`config.mk`:
```
export PLATFORM = sky130hd
export DESIGN_NAME = mult_product_accumulator_flat
export DESIGN_NICKNAME = d
export VERILOG_FILES = /design/src/rtl/mult_product_accumulator_if.sv /design/src/rtl/mult_product_accumulator.sv /design/src/flat_wrapper.sv
export SDC_FILE = /design/constraint.sdc
export NUM_CORES = 1
export LEC_CHECK = 0
export BUFFER_PORTS_ARGS = -buffer_cell sky130_fd_sc_hd__buf_2
export CAP_MARGIN = 40
export CORE_ASPECT_RATIO = 0.7
export CORE_UTILIZATION = 45
export DETAILED_ROUTE_END_ITERATION = 10
export GPL_ROUTABILITY_DRIVEN = 0
export GPL_TIMING_DRIVEN = 0
export PLACE_DENSITY = 0.67
export SYNTH_ARGS = -nofsm -noshare
export SYNTH_HDL_FRONTEND = slang
export SYNTH_SLANG_ARGS = --single-unit
export TNS_END_PERCENT = 5
```
`constraint.sdc`:
```
create_clock -name clk -period 4.9 [get_ports clk]
set_input_delay 0.98 -clock clk [delete_from_list [all_inputs] [get_ports clk]]
set_output_delay 0.98 -clock clk [all_outputs]
set_load 0.1 [all_outputs]
```
`src/rtl/mult_product_accumulator_if.sv`:
```
//------------------------------------------------------------------------------
// Module     : mult_product_accumulator_if
// Description: Handshake bundle between an upstream multiplier, the product
//              accumulator and its downstream consumer.
// Revision   : 1.0 - initial release
//------------------------------------------------------------------------------
`timescale 1ns/1ps
`default_nettype none

interface mult_product_accumulator_if #(
  parameter int PW = 16,
  parameter int AW = 24
);
  logic          in_valid;
  logic          in_ready;
  logic [PW-1:0] in_prod;
  logic          in_last;
  logic          out_valid;
  logic          out_ready;
  logic [AW-1:0] out_sum;
  logic [7:0]    out_count;
  logic          out_ovf;

  // Producer / consumer side
  modport master (
    output in_valid, in_prod, in_last, out_ready,
    input  in_ready, out_valid, out_sum, out_count, out_ovf
  );

  // Accumulator side
  modport slave (
    input  in_valid, in_prod, in_last, out_ready,
    output in_ready, out_valid, out_sum, out_count, out_ovf
  );
endinterface

`default_nettype wire

```
`src/rtl/mult_product_accumulator.sv`:
```
//------------------------------------------------------------------------------
// Module     : mult_product_accumulator
// Description: Sums blocks of up to LEN unsigned products into an AW-bit
//              accumulator and presents sum, count and overflow flag with a
//              valid/ready handshake. A block closes at LEN products or on
//              in_last.
//              Optional: define MULT_ACC_SAT_EN to saturate the accumulator
//              at all-ones on overflow instead of wrapping modulo 2^AW.
// Revision   : 1.0 - initial release
//------------------------------------------------------------------------------
`timescale 1ns/1ps
`default_nettype none

module mult_product_accumulator #(
  parameter int PW  = 16,
  parameter int AW  = 24,
  parameter int LEN = 4
) (
  input  wire logic                clk,
  input  wire logic                rst,
  mult_product_accumulator_if.slave bus
);

  typedef enum logic [1:0] {
    S_IDLE = 2'd0,
    S_ACC  = 2'd1,
    S_HOLD = 2'd2
  } state_t;

  localparam logic [7:0] C_LEN = 8'(LEN);

  state_t        r_state;
  state_t        w_state_nxt;
  logic [AW-1:0] r_acc;
  logic [AW-1:0] w_acc_nxt;
  logic [7:0]    r_count;
  logic [7:0]    w_count_nxt;
  logic          r_ovf;
  logic          w_ovf_nxt;

  logic          w_in_ready;
  logic          w_in_fire;
  logic          w_hold;
  logic [AW-1:0] w_base;
  logic [AW:0]   w_sum;
  logic          w_ovf_blk;
  logic [7:0]    w_count_inc;

  // in_ready is purely a function of state, never of any input
  assign w_in_ready = (r_state != S_HOLD);
  assign w_hold     = (r_state == S_HOLD);
  assign w_in_fire  = bus.in_valid & w_in_ready;

  assign bus.in_ready  = w_in_ready;
  assign bus.out_valid = w_hold;
  assign bus.out_sum   = w_hold ? r_acc   : '0;
  assign bus.out_count = w_hold ? r_count : 8'd0;
  assign bus.out_ovf   = w_hold ? r_ovf   : 1'b0;

  // Adder: a fresh block starts from zero, otherwise from the running sum;
  // the extra MSB captures the carry out of bit AW-1
  always_comb begin
    w_base      = (r_state == S_IDLE) ? '0 : r_acc;
    w_sum       = {1'b0, w_base} + {{(AW + 1 - PW){1'b0}}, bus.in_prod};
    w_ovf_blk   = ((r_state == S_IDLE) ? 1'b0 : r_ovf) | w_sum[AW];
    w_count_inc = (r_state == S_IDLE) ? 8'd1 : r_count + 8'd1;
  end

  // Next-state and datapath update selection
  always_comb begin
    w_state_nxt = r_state;
    w_acc_nxt   = r_acc;
    w_count_nxt = r_count;
    w_ovf_nxt   = r_ovf;
    case (r_state)
      S_IDLE, S_ACC: begin
        if (w_in_fire) begin
`ifdef MULT_ACC_SAT_EN
          // Once the block has overflowed the sum is pinned at all-ones
          w_acc_nxt = w_ovf_blk ? '1 : w_sum[AW-1:0];
`else
          w_acc_nxt = w_sum[AW-1:0];
`endif
          w_count_nxt = w_count_inc;
          w_ovf_nxt   = w_ovf_blk;
          if ((w_count_inc == C_LEN) || bus.in_last) begin
            w_state_nxt = S_HOLD;
          end else begin
            w_state_nxt = S_ACC;
          end
        end
      end
      S_HOLD: begin
        if (bus.out_ready) begin
          w_state_nxt = S_IDLE;
          w_acc_nxt   = '0;
          w_count_nxt = 8'd0;
          w_ovf_nxt   = 1'b0;
        end
      end
      default: begin
        w_state_nxt = S_IDLE;
        w_acc_nxt   = '0;
        w_count_nxt = 8'd0;
        w_ovf_nxt   = 1'b0;
      end
    endcase
  end

  // State register
  always_ff @(posedge clk or posedge rst) begin
    if (rst) begin
      r_state <= S_IDLE;
    end else begin
      r_state <= w_state_nxt;
    end
  end

  // Accumulator, product count and overflow flag registers
  always_ff @(posedge clk or posedge rst) begin
    if (rst) begin
      r_acc   <= '0;
      r_count <= 8'd0;
      r_ovf   <= 1'b0;
    end else begin
      r_acc   <= w_acc_nxt;
      r_count <= w_count_nxt;
      r_ovf   <= w_ovf_nxt;
    end
  end

endmodule

`default_nettype wire

```
`src/flat_wrapper.sv`:
```
// flat-port wrapper written by rule: the top's interface ports become plain ports
module mult_product_accumulator_flat 
#(
  parameter int PW  = 16,
  parameter int AW  = 24,
  parameter int LEN = 4
)
  (clk, rst, bus_in_valid, bus_in_prod, bus_in_last, bus_out_ready, bus_in_ready, bus_out_valid, bus_out_sum, bus_out_count, bus_out_ovf);
  mult_product_accumulator_if #(.PW(PW), .AW(AW)) bus_i ();
  input  wire logic clk;
  input  wire logic rst;
  input wire logic [$bits(bus_i.in_valid)-1:0] bus_in_valid;
  input wire logic [$bits(bus_i.in_prod)-1:0] bus_in_prod;
  input wire logic [$bits(bus_i.in_last)-1:0] bus_in_last;
  input wire logic [$bits(bus_i.out_ready)-1:0] bus_out_ready;
  output wire logic [$bits(bus_i.in_ready)-1:0] bus_in_ready;
  output wire logic [$bits(bus_i.out_valid)-1:0] bus_out_valid;
  output wire logic [$bits(bus_i.out_sum)-1:0] bus_out_sum;
  output wire logic [$bits(bus_i.out_count)-1:0] bus_out_count;
  output wire logic [$bits(bus_i.out_ovf)-1:0] bus_out_ovf;
  assign bus_i.in_valid = bus_in_valid;
  assign bus_i.in_prod = bus_in_prod;
  assign bus_i.in_last = bus_in_last;
  assign bus_i.out_ready = bus_out_ready;
  assign bus_in_ready = bus_i.in_ready;
  assign bus_out_valid = bus_i.out_valid;
  assign bus_out_sum = bus_i.out_sum;
  assign bus_out_count = bus_i.out_count;
  assign bus_out_ovf = bus_i.out_ovf;
  mult_product_accumulator #(.PW(PW), .AW(AW), .LEN(LEN)) u_core (.clk(clk), .rst(rst), .bus(bus_i));
endmodule
```
**After elaboration in Yosys (flattened, before gate mapping)**

Index checks and enable logic that the tools add are counted.

- Output and inout bits: 35
- Flip-flop bits (word level): 35
- Logic and storage cells: 37

- Mux-type cells: 19
- Eq/ne operators: 6
- Reductions and logical operators: 4
- Bitwise operators: 2
- Add/sub/neg operators: 2

Operators with widths:

| kind | number |
|---|---|
| $mux 24 | 4 |
| $pmux 24 s2 | 1 |
| $mux 8 | 4 |
| $add 24x16->25 | 1 |
| $pmux 8 s2 | 1 |
| $add 8x1->8 const B | 1 |
| $eq 8x3->1 const B | 1 |
| $mux 2 | 3 |
| $mux 1 | 4 |
| $ne 2x2->1 const B | 2 |
| $pmux 2 s2 | 1 |
| $eq 2x1->1 const B | 1 |
| $eq 2x2->1 const B | 1 |
| $logic_not 2->1 | 1 |
| $ne 2x1->1 const B | 1 |
| $pmux 1 s2 | 1 |
| $reduce_and 2->1 | 1 |
| $reduce_or 2->1 | 1 |
| $and 1x1->1 | 1 |
| $logic_or 1x1->1 | 1 |
| $or 1x1->1 | 1 |

**Depth between registers and ports, before layout**

- Word-level depth: 7
- Mapped depth: 14

**Least setup slack after synthesis**

OpenSTA, ideal clock, no wires.

- Path type: reg-to-output
- Start point: register u_core.r_state[0]
- End point: output bus_out_sum[12]
- Setup slack: 586 ps
- Data arrival time: 3334 ps
- Cell stages (with the launch flop): 7
- Required time: 3920 ps
- Cell sequence: dfrtp_1 buf_2 inv_1 nand2_1 inv_1 clkbuf_1 and2_1

- Cells in the longest elaborated chain, start to end: 2

Ends and longest elaborated chain:

| item | line | RTL |
|---|---|---|
| start, declared | mult_product_accumulator.sv:32 | `state_t r_state;` |
| start signal, assigned | mult_product_accumulator.sv:115 | `r_state <= w_state_nxt;` |
| $eq 2x2->1 | mult_product_accumulator.sv:51 | `assign w_hold = (r_state == S_HOLD);` |
| via bus_out_valid | flat_wrapper.sv:17 | `output wire logic [$bits(bus_i.out_valid)-1:0] bus_out_valid;` |
| $mux 24 | mult_product_accumulator.sv:56 | `assign bus.out_sum = w_hold ? r_acc : '0;` |
| end, declared | flat_wrapper.sv:18 | `output wire logic [$bits(bus_i.out_sum)-1:0] bus_out_sum;` |

The timed path passes the listed nets, and every way through them passes these cells.

**Worst setup path after layout**

- Start point: register u_core.r_state[0]
- End point: register u_core.r_acc[19]

- Cells in the longest elaborated chain, start to end: 5

Ends and longest elaborated chain:

| item | line | RTL |
|---|---|---|
| $logic_not 2->1 | mult_product_accumulator.sv:63, mult_product_accumulator.sv:75 |  |
| $mux 24 | mult_product_accumulator.sv:63 | `w_base = (r_state == S_IDLE) ? '0 : r_acc;` |
| $add 24x16->25 | mult_product_accumulator.sv:64 | `w_sum = {1'b0, w_base} + {{(AW + 1 - PW){1'b0}}, bus.in_prod};` |
| $mux 24 | mult_product_accumulator.sv:77 | `if (w_in_fire) begin` |
| $pmux 24 s2 | mult_product_accumulator.sv:75 | `case (r_state)` |
| end signal, assigned | mult_product_accumulator.sv:126 | `r_acc <= w_acc_nxt;` |
| end, declared | mult_product_accumulator.sv:34 | `logic [AW-1:0] r_acc;` |

Parallel ways exist; a longest one is shown, timed or not. The select of a mux whose other input is x is not followed.
A chain may end at the register's enable or synchronous reset.

==> summary.md <==
| Metric | Value |
|---|---|
| Layout cells sized above 1 | ~19% |
| Outcome | finished, violations left |
| Global-route wire length before repair | between 10 and 15 mm |
| Critical Path Start Type | flop |
| Final setup fails | 0 |
| Least-Margin Pin Slew | ~0.78 ns |
| Core Area | around 6200 µm² |
| Max incr delay on CP | about 0.38 ns |
| Commonest cells after routing, fill and taps aside | buf_2, nand2_1, and2_1 |
| Crit path max fanout | 10 |
| Row cnt | 24 |
| Post-synth top flop | dfrtp_1 |
| Ant diodes | 0 |
| Syn Area/Cell | slightly above 8 µm² |
| Hold Crit Class | reg2reg |
| Pleak | approximately 1.6 nW |
| Met1 Usage GRT | approximately 36% |
| Top Usage Layer GRT | met2 |
| I/O pin count | 56 |
| Crit Path Class | reg2reg |
| Num CTS Buffers | 5 |
| Clock root cell | clkbuf_8 |
| Max cap viols | 0 |
| Fillers | 618 |
| Post-Synth Simple-Gate Area | between 20% and 30% |
| Top delay family on crit path | compound AO/OA/AOI/OAI gates |
| Maximum vdd drop | 0.0001856 V |
| Initial Util | a little under half |
| RSZ-0062 raised after global routing | no |
| Syn Inst Count | 362 |
| Tmin final | approximately 3.8 ns |
| GRT met2 Usage | between 30% and 40% |
| Final WL | between 7 and 8 mm |
| Vias | 2854 |
| Final ANT Viol Nets | 0 |
| Finished Core Util | 54.11% |
| Post-synth EDFFs | 0 |
| Worst Skew | roughly 0.012 ns |
| Post-route cell area | between 3000 and 4000 µm² |
| Clock transition at path regs | about 0.080 ns |
| Commonest non-fill, non-tap cell in the layout | buf_2 |
| Adder-cell share of the synthesized area | 7.966% |
| Die width | 98.31 µm |
| Synth Area in Compound Gates | between 20 and 30% |
| Largest net degree at the start of global routing | 36 |
| TNS Setup | 0 ns |
| Die Span Y | 69.42 µm |
| Sequential share of the synthesized area | 29.98% |
| Pre-antenna DRT Iters | 8 |
| Clock tree buffer depth | 2 |
| DR DRC count | 4 |
| Grt total ovfl | 0 |
| DIE AREA | 6824 µm² |
| Total GRT Usage | about a quarter |
| Placed instance area | between 3000 and 4000 µm² |
| CTS HTree Levels | 2 |
| Max Clk Rate | ~270 MHz |
| CP max-delay cell | ha_1 |
| Post_cts resized | 0 |
| Area Growth Syn to Fin | 15.67% |
| Number of synthesized register bits | 35 |
| TritonCTS clock tree | yes |
| XOR/XNOR Fraction of Synth Area | ~5% |
| Relative slew slack | between 40% and 50% |
| Hold Buf Count CTS | 0 |
| Yosys cell types | 57 |
| Failing checks | DRC |
| Critical path, cell by cell | buf_2, or2_2, buf_2, clkbuf_1, clkbuf_1, and2_1, ha_1, a21oi_1, o21bai_1, a31oi_1, o31ai_4, a21o_2, a221o_1 |
| Mux share of post-synthesis cell area | 0% |
| CTS sink cnt | 35 |
| CP required | slightly above 5 ns |
| Mapped Area | 2922 µm² |
| Ys async rst share | 100.0% |
| Antenna violations before repair | 0 |
| Worst EP arrival | around 3.9 ns |
| Nature of the critical path endpoint | flop |
| Drt wl/cell | ~15 µm |
| Setup Fix Bufs, Post-CTS | 0 |
| Ys Warns | 0 |
| Period utilization | between 70% and 80% |
| Dpl hpwl | roughly 5.7 mm |
| Starting DRC count in detailed routing | between 150 and 200 |
| PwrDens | ~340 nW/µm² |
| R2r setup slk | between 1 and 1.5 ns |
| NumNets Final | 463 |
| Global-route track usage on met3 | 3.730% |
| Port bufs | 55 |
| Vias in the first global route | approximately 2.6k |
| Via/cell ratio | roughly 5.7 |
| Final Max Slew Viols | 0 |
| Largest family of logic cells by synthesized area | simple AND/OR/NAND/NOR gates |
| Syn Nets | 401 |
| Final hold violation count | 0 |
| Clock Latency Late Sink | about 0.29 ns |
| Worst path bufs/invs | 4 |
## flip-flops by register name (all words and copies together) (netlist names)
name / count
u_core.r_state: 2
u_core.r_count: 8
u_core.r_acc: 24
u_core.r_ovf: 1
## cell type report
class                      count  area [µm²]  share of cell area, %
timing repair buffer          55       275.3                  8.145
clock inverter                 2       12.51                 0.3702
tap                           78       97.59                  2.888
clock buffer                   6       72.57                  2.147
multi-input combinational    303        1946                  57.57
sequential                    35       875.8                  25.92
buffer                        18       77.57                  2.295
inverter                       6       22.52                 0.6664
## layer usage
metal	part of all wire [%]	wire length, µm
met3	5.5	424
met5	0	0
met1	52	3981
met4	0.40	31
met2	42	3230
## stage by stage
stage / worst slack, ns / cells / total power [mW] / hold slack (ns)
floorplan: 0.5864 / 362 / 0.8213 / 0.4442
global placement: 1.283 / 495 / 0.9308 / 0.4589
detailed placement: 1.199 / 495 / 0.9396 / 0.4753
CTS: 1.181 / 503 / 1.156 / 0.4966
global route: 0.9584 / 503 / 1.231 / 0.5102
finish: 1.139 / 503 / 1.151 / 0.4915
## worst reg2reg max path, cell delays in order (launching register included)
cell	delay, ns
dfrtp_1	0.36
buf_2	0.16
or2_2	0.29
buf_2	0.17
clkbuf_1	0.28
clkbuf_1	0.29
and2_1	0.22
ha_1	0.38
a21oi_1	0.33
o21bai_1	0.17
a31oi_1	0.30
o31ai_4	0.17
a21o_2	0.23
a221o_1	0.28
## synth_stat cells (all sizes together) (2+ instances only)
| master | number | share of area [%] |
|---|---|---|
| nand4 | 4 | 0.86 |
| buf | 6 | 1.0 |
| a31oi | 4 | 0.86 |
| o31ai | 4 | 1.5 |
| clkbuf | 12 | 1.6 |
| nand2b | 2 | 0.43 |
| o2111ai | 2 | 1.2 |
| nand2 | 57 | 7.3 |
| inv | 6 | 0.77 |
| dfrtp | 35 | 30 |
| o21ai | 33 | 6.0 |
| xor2 | 9 | 2.7 |
| nand3b | 2 | 0.51 |
| a21o | 7 | 1.9 |
| xnor2 | 8 | 2.4 |
| a211o | 2 | 0.60 |
| o211ai | 6 | 1.7 |
| nand3 | 7 | 1.4 |
| nor3b | 2 | 0.51 |
| ha | 17 | 7.3 |
| a21oi | 23 | 4.1 |
| nor4 | 3 | 0.64 |
| nor2 | 15 | 1.9 |
| nor3 | 7 | 1.2 |
| and2 | 53 | 11 |
| or3 | 4 | 0.86 |
| a22o | 6 | 1.8 |
| o22ai | 5 | 1.1 |
| a211oi | 3 | 0.94 |
## power breakdown
part,internal [mW],switching [mW]
clock network,0.0995,0.113
registers,0.338,0.0345
logic,0.178,0.388
total,0.616,0.536
## kinds of logic after synthesis
logic type / count (synthesis)
xor gates and xnor gates: 17
buffers and inverters: 24
DFF: 35
adders and majority gates: 18
AOI/OAI and AO/OA: 106
and+or+nand+nor: 162
## final timing paths
kind | start | endpoint | cells after the start
min in group asynchronous | rst | u_core.r_acc[0]$_DFFE_PP0P_ | 2
min | u_core.r_acc[4]$_DFFE_PP0P_ | u_core.r_acc[4]$_DFFE_PP0P_ | 2
max reg2reg | u_core.r_state[0]$_DFFE_PP0P_ | u_core.r_acc[19]$_DFFE_PP0P_ | 13
max in group asynchronous | rst | u_core.r_acc[16]$_DFFE_PP0P_ | 2
max | u_core.r_state[0]$_DFFE_PP0P_ | u_core.r_acc[19]$_DFFE_PP0P_ | 13
min reg2reg | u_core.r_acc[4]$_DFFE_PP0P_ | u_core.r_acc[4]$_DFFE_PP0P_ | 2
Note: power is estimated with default switching activity, not from simulation.
